$ cat src/rtl/cpu6_memarb.sv
// Single-port RAM arbiter between a CPU core and a DMA engine.
// Same-cycle grants, DMA starvation guard, bounded locked DMA bursts.
module cpu6_memarb #(
  parameter int XLEN    = 32,
  parameter int MAXWAIT = 4,
  parameter int LOCKMAX = 8
) (
  input  logic            i_clk,
  input  logic            i_reset,
  input  logic            i_c_req,
  input  logic            i_c_we,
  input  logic [XLEN-1:0] i_c_addr,
  input  logic [XLEN-1:0] i_c_wdata,
  output logic            o_c_gnt,
  output logic            o_c_rvalid,
  output logic [XLEN-1:0] o_c_rdata,
  input  logic            i_d_req,
  input  logic            i_d_we,
  input  logic            i_d_lock,
  input  logic [XLEN-1:0] i_d_addr,
  input  logic [XLEN-1:0] i_d_wdata,
  output logic            o_d_gnt,
  output logic            o_d_rvalid,
  output logic [XLEN-1:0] o_d_rdata,
  output logic            o_mem_en,
  output logic            o_mem_we,
  output logic [XLEN-1:0] o_mem_addr,
  output logic [XLEN-1:0] o_mem_wdata,
  input  logic [XLEN-1:0] i_mem_rdata
);

  typedef enum logic {ST_ARB, ST_LOCK} state_t;

  localparam logic [3:0] C_MAXWAIT = 4'(MAXWAIT);
  localparam logic [3:0] C_LOCKMAX = 4'(LOCKMAX);

  state_t     r_state;
  logic [3:0] r_wait_cnt;
  logic [3:0] r_lock_cnt;
  logic       r_core_win;
  logic       r_c_rvalid;
  logic       r_d_rvalid;

  logic       w_core_prio;
  logic       w_c_gnt;
  logic       w_d_gnt;
  logic [3:0] w_lock_next;
  logic       w_lock_full;

  // The core keeps priority until the DMA has waited MAXWAIT cycles,
  // except in the single cycle right after a burst hit LOCKMAX.
  assign w_core_prio = r_core_win | (r_wait_cnt < C_MAXWAIT);
  assign w_lock_next = r_lock_cnt + 4'd1;
  assign w_lock_full = (w_lock_next == C_LOCKMAX);

  always_comb begin
    w_c_gnt = 1'b0;
    w_d_gnt = 1'b0;
    if (!i_reset) begin
      if (r_state == ST_LOCK) begin
        w_d_gnt = i_d_req;
      end else begin
        w_c_gnt = i_c_req & w_core_prio;
        w_d_gnt = i_d_req & ~w_c_gnt;
      end
    end
  end

  always_comb begin
    o_mem_en    = 1'b0;
    o_mem_we    = 1'b0;
    o_mem_addr  = '0;
    o_mem_wdata = '0;
    if (w_c_gnt) begin
      o_mem_en    = 1'b1;
      o_mem_we    = i_c_we;
      o_mem_addr  = i_c_addr;
      o_mem_wdata = i_c_wdata;
    end else if (w_d_gnt) begin
      o_mem_en    = 1'b1;
      o_mem_we    = i_d_we;
      o_mem_addr  = i_d_addr;
      o_mem_wdata = i_d_wdata;
    end
  end

  always_ff @(posedge i_clk or posedge i_reset) begin
    if (i_reset) begin
      r_state    <= ST_ARB;
      r_wait_cnt <= 4'd0;
      r_lock_cnt <= 4'd0;
      r_core_win <= 1'b0;
      r_c_rvalid <= 1'b0;
      r_d_rvalid <= 1'b0;
    end else begin
      r_c_rvalid <= w_c_gnt & ~i_c_we;
      r_d_rvalid <= w_d_gnt & ~i_d_we;

      if (w_d_gnt || !i_d_req) begin
        r_wait_cnt <= 4'd0;
      end else if (r_wait_cnt < C_MAXWAIT) begin
        r_wait_cnt <= r_wait_cnt + 4'd1;
      end

      r_core_win <= 1'b0;
      case (r_state)
        ST_ARB: begin
          // No lock entry during the core window, so the core really gets it.
          if (w_d_gnt && i_d_lock && !r_core_win) begin
            r_lock_cnt <= 4'd1;
            if (LOCKMAX == 1) begin
              r_core_win <= 1'b1;
            end else begin
              r_state <= ST_LOCK;
            end
          end
        end
        ST_LOCK: begin
          if (!i_d_req) begin
            r_state <= ST_ARB;
          end else begin
            r_lock_cnt <= w_lock_next;
            if (w_lock_full) begin
              r_state    <= ST_ARB;
              r_core_win <= 1'b1;
            end else if (!i_d_lock) begin
              r_state <= ST_ARB;
            end
          end
        end
        default: r_state <= ST_ARB;
      endcase
    end
  end

  assign o_c_gnt    = w_c_gnt;
  assign o_d_gnt    = w_d_gnt;
  assign o_c_rvalid = r_c_rvalid;
  assign o_d_rvalid = r_d_rvalid;
  assign o_c_rdata  = r_c_rvalid ? i_mem_rdata : '0;
  assign o_d_rdata  = r_d_rvalid ? i_mem_rdata : '0;

endmodule

$ cat config.mk
export PLATFORM = sky130hd
export DESIGN_NAME = cpu6_memarb
export DESIGN_NICKNAME = d
export VERILOG_FILES = /design/src/rtl/cpu6_memarb.sv
export SDC_FILE = /design/constraint.sdc
export NUM_CORES = 1
export LEC_CHECK = 0
export BUFFER_PORTS_ARGS = -buffer_cell sky130_fd_sc_hd__buf_2
export CORE_AREA = 4 4 113 115
export DETAILED_ROUTE_END_ITERATION = 10
export DIE_AREA = 0 0 117 119
export PLACE_DENSITY = 0.63
export SLEW_MARGIN = 10
export SYNTH_ARGS = -nofsm -noshare
export SYNTH_HDL_FRONTEND = slang
export SYNTH_SLANG_ARGS = --single-unit
$ cat constraint.sdc
create_clock -name i_clk -period 5.3 [get_ports i_clk]
set_input_delay 1.325 -clock i_clk [delete_from_list [all_inputs] [get_ports i_clk]]
set_output_delay 1.325 -clock i_clk [all_outputs]
set_load 0.01 [all_outputs]
# Word level (Yosys, flattened, before mapping)

Index checks and enable logic that the tools add are counted.

Bits of input ports: 167
Register bits after elaboration: 12
Output and inout port bits: 134
Word-level logic and storage cells: 55

Bitwise operators: 9
Add/subtract/negate cells: 2
Multiplexer cells: 27
Reduce and logical (&&, ||, !) cells: 7
$lt $le $gt $ge: 1
Equal/unequal tests: 3

Operator list:

| kind                                                        | count |
|---|---|
| 2-to-1 mux 32 bit                                           | 6 |
| 2-to-1 mux 4 bit                                            | 4 |
| 2-to-1 mux 1 bit                                            | 15 |
| adder 4 x 1 -> 4 bit (second input constant)                | 2 |
| case mux 4 bit (2 select lines)                             | 1 |
| bitwise AND 1 bit                                           | 4 |
| equality test 4 bit (second input constant)                 | 1 |
| less-than comparator 4 x 3 -> 1 bit (second input constant) | 1 |
| != test 2 bit (second input constant)                       | 2 |
| inverter 1 bit                                              | 4 |
| logical AND 1 bit                                           | 2 |
| zero test 1 bit                                             | 2 |
| case mux 1 bit (2 select lines)                             | 1 |
| AND reduction 2 bit                                         | 1 |
| nonzero test 2 bit                                          | 1 |
| logical OR 1 bit                                            | 1 |
| bitwise OR 1 bit                                            | 1 |

# Logic depth before layout (Yosys ltp)

Depth in word-level cells: 11
Depth in mapped cells: 6
Mapped depth without buffers: 4

# Least setup slack after synthesis

No wires, ideal clock.

Path kind: input port to output port
Start point: in i_reset
End point: out o_mem_addr[13]
Stages on the path: 4
Data arrival time: 2.271 ns
Data required time: 3.975 ns
Path slack: 1.704 ns
Cell sequence: inv_2 > clkbuf_1 > nand4_1 > o21ai_1

Word-level cells in the longest chain between the ends: 3
Elaborated cells on any way between the ends: 4

Ends and longest elaborated chain:

| element               | line | text |
|---|---|---|
| start, declared       | 9    | `input logic i_reset,` |
| 2-to-1 mux 1 bit      | 59   | `if (!i_reset) begin` |
| 2-to-1 mux 32 bit     | 79   | `end else if (w_d_gnt) begin` |
| 2-to-1 mux 32 bit (*) | 74   | `if (w_c_gnt) begin` |
| end, declared         | 27   | `output logic [XLEN-1:0] o_mem_addr,` |

Mark *: on every way between the ends. The rest lies on a longest branch, timed or not.

# Worst setup path in the final report

Start point: in i_d_req
End point: out o_mem_wdata[23]

Word-level cells in the longest chain between the ends: 5

Ends and longest elaborated chain:

| element               | line | text |
|---|---|---|
| start, declared       | 17   | `input logic i_d_req,` |
| bitwise AND 1 bit     | 64   | `w_d_gnt = i_d_req & ~w_c_gnt;` |
| 2-to-1 mux 1 bit (*)  | 60   | `if (r_state == ST_LOCK) begin` |
| 2-to-1 mux 1 bit (*)  | 59   |  |
| 2-to-1 mux 32 bit (*) | 79   |  |
| 2-to-1 mux 32 bit (*) | 74   |  |
| end, declared         | 28   | `output logic [XLEN-1:0] o_mem_wdata,` |

Marks and branches as above.

==> flow_metrics.env <==
export IMPL_status="completed"
export IMPL_vias=3659
export IMPL_cts_htree_levels=1
export IMPL_layout_setup_ws_ns=1.18
export IMPL_antenna_found_initial=1
export IMPL_seq_power_share_pct=21.7
export IMPL_clkSlewWorstSetupHoldPaths_ns=0.04
export IMPL_hpwl_um=8960
export IMPL_ios=301
export IMPL_cts_buffers=3
export IMPL_period_share_pct=77.8
export IMPL_p_int_uw=330
export IMPL_n_antenna_cell=0
export IMPL_std_cell_rows=40
export IMPL_swShare_pct=36.7
export IMPL_fillerInstances=1294
export IMPL_worstSetupEndpointType="output pin"
export IMPL_area_delta_synth_final_pct=76.1
export IMPL_path_max_fanout=43
export IMPL_cpPeakStageDelay_ns=0.54
export IMPL_nNetsFinal=800
export IMPL_drc_errors=0
export IMPL_skew_ns=0.00319
export IMPL_power_leakage_nw=2.17
export IMPL_hold_viol=0
export IMPL_p_clk_share_pct=29.6
export IMPL_routedWlPerCell_um=14.7
export IMPL_crit_top_cell="buf_2"
export IMPL_crit_family="buffers and inverters"
export IMPL_syn_num_nets=534
export IMPL_grt_usage_pct=14.4
export IMPL_syn_area_per_cell_um2=6.00
export IMPL_synth_seq_area_share_pct=13.7
export IMPL_synthesis_area_um2=2190
export IMPL_cpMaxStageDelayCell="nor2b_4"
export IMPL_hold_path_class="reg2reg"
export IMPL_p_comb_share_pct=48.8
export IMPL_grt_first_pass_wirelength_um=16600
export IMPL_critPathBufInv=3
export IMPL_cts_sinks=12
export IMPL_grt_use_met3_pct=2.59
export IMPL_rsz0062_at_grt="false"
export IMPL_ir_drop_mv=0.126
export IMPL_synth_ff_type="dfrtp_1"
export IMPL_post_place_ws_ns=1.17
export IMPL_crit_chain="buf_2 > nor2b_4 > buf_12 > nand2_1 > o21ai_1 > buf_2"
export IMPL_die_y_um=119
export IMPL_synth_edf_count=0
export IMPL_via_per_inst=4.71
export IMPL_critPathRequiredTime_ns=3.97
export IMPL_drive_gt1_share_pct=49.8
export IMPL_grt_max_degree=70
export IMPL_synth_cells=365
export IMPL_cts_resized=0
export IMPL_core_um2=11800
export IMPL_maxCapViolCount=0
export IMPL_worst_slew_pin_transition_ns=0.785
export IMPL_synth_top_cell_area_share_pct=18.6
export IMPL_ys_warn_count=0
export IMPL_overflow=0
export IMPL_ctsHoldBuffers=0
export IMPL_grt_pass1_vias=3256
export IMPL_ys_ff_latch=12
export IMPL_synth_cell_types=35
export IMPL_ant_nets=0
export IMPL_setup_tns_ns=0
export IMPL_drv_slew=0
export IMPL_placed_area_um2=3770
export IMPL_cp_start_kind="input pin"
export IMPL_p_sw_uw=191
export IMPL_ys_top_cells_by_area="nand4_1 (19%), and2_1 (18%), o21ai_1 (15%), dfrtp_1 (14%), nand2_1 (12%)"
export IMPL_clock_root_buffer="clkbuf_16"
export IMPL_yosys_top_cells_count="nand2_1 (70), o21ai_1 (66), nand4_1 (65)"
export IMPL_crit_type="in2out"
export IMPL_die_x_um=117
export IMPL_synth_area_leader_cell="nand4_1"
export IMPL_clk_insertion_delay_late_ns=0.24
export IMPL_arrival_ns=2.80
export IMPL_holdWs_ns=0.545
export IMPL_grt_met2_usage_pct=25.7
export IMPL_yosysMostFrequentCell="nand2_1"
export IMPL_synthArstFlopShare_pct=100
export IMPL_max_slew_margin_pct=47.5
export IMPL_cts_tree="built"
export IMPL_dr_pass1_iters=4
export IMPL_globalplace_congestion=0.866
export IMPL_finalSetupViolCount=0
export IMPL_start_util_pct=18.5
export IMPL_max_freq_ghz=0.243
export IMPL_drtIter0Drc=259
export IMPL_cts_buffer_depth=2
export IMPL_dieArea_um2=13900
export IMPL_met1_usage_pct=18.2
export IMPL_cts_setup_buffers=0
export IMPL_pwr_density_cell_nw_per_um2=135
export IMPL_routed_wl_um=11400
export IMPL_period_minus_slack_ns=4.12
export IMPL_top_usage_layer="met2"
export IMPL_final_cell_area_um2=3860
export IMPL_portBuffers=300
[logic make-up after synthesis]
family	count (synthesis)	share of synthesized area, %
fa+ha+maj	2	1.14
compound gates	82	20.6
simple gates	220	54.0
xor+xnor	2	0.800
buf+inv	45	8.79
mux	2	0.971
flops	12	13.7
[cell usage in the layout, fill, tap and decap left out, drive strengths merged]
master / n
a2111o: 1
a211oi: 1
a21o: 1
a21oi: 4
a22oi: 1
a31o: 1
a32o: 2
and2: 65
and3: 3
buf: 304
clkbuf: 4
clkinv: 1
dfrtp: 12
ha: 2
inv: 1
mux2: 1
mux2i: 1
nand2: 70
nand2b: 1
nand3: 1
nand4: 65
nor2: 6
nor2b: 4
nor3: 4
nor3b: 1
o21a: 1
o21ai: 68
o21bai: 1
o22a: 1
xnor2: 1
xor2: 1
[routing by layer]
layer / vias to the layer above / part of all wire, %
met5: - / 0.11
met4: 2 / 0.99
met3: 13 / 8.9
met2: 187 / 50
met1: 1638 / 40
li1: 1819 / -
[through the flow]
step	cells	util (%)	total power [mW]
CTS	777	32.7	0.528
finish	777	32.7	0.522
detailed placement	773	31.9	0.371
global placement	773	31.9	0.370
global route	777	32.7	0.562
floorplan	365	-	0.240
[final cells by class]
type | count | area (um^2) | share of cell area [%]
Multi-Input combinational cell | 308 | 1720 | 44.6
Timing Repair Buffer | 304 | 1560 | 40.4
Sequential cell | 12 | 300 | 7.78
Tap cell | 147 | 184 | 4.77
Clock buffer | 4 | 88.8 | 2.30
Inverter | 2 | 7.51 | 0.195
[worst reg2reg max path, cell delays in order (launching register included)]
cell and delay, ns:
dfrtp_1 0.44, o21bai_4 0.67, and2_4 0.74, nor3_1 0.11
[power by group through the flow]
stage / Combinational (mW) / Clock, mW / Sequential [mW]
floorplan: 0.131 / 0 / 0.109
global placement: 0.256 / 0 / 0.114
detailed placement: 0.256 / 0 / 0.114
CTS: 0.258 / 0.157 / 0.113
global route: 0.282 / 0.165 / 0.115
finish: 0.254 / 0.154 / 0.113
[final timing paths]
check	start	to	slack, ns	depth (start not counted)
hold / removal	r_wait_cnt[1]$_DFFE_PP0P_	r_wait_cnt[1]$_DFFE_PP0P_	0.54	2
hold reg to reg	r_wait_cnt[1]$_DFFE_PP0P_	r_wait_cnt[1]$_DFFE_PP0P_	0.54	2
setup / recovery	i_d_req	o_mem_wdata[23]	1.18	6
min in group asynchronous	i_reset	r_wait_cnt[0]$_DFFE_PP0P_	1.65	3
setup reg to reg	r_wait_cnt[2]$_DFFE_PP0P_	o_d_rvalid$_DFF_PP0_	3.19	3
max in group asynchronous	i_reset	r_wait_cnt[3]$_DFFE_PP0P_	3.45	3
[registers in the layout, indices dropped and copies added, names as in the netlist]
register	cells
r_lock_cnt	4
r_wait_cnt	4
o_c_rvalid	1
r_state	1
o_d_rvalid	1
r_core_win	1
(Power assumes the default switching activity.)
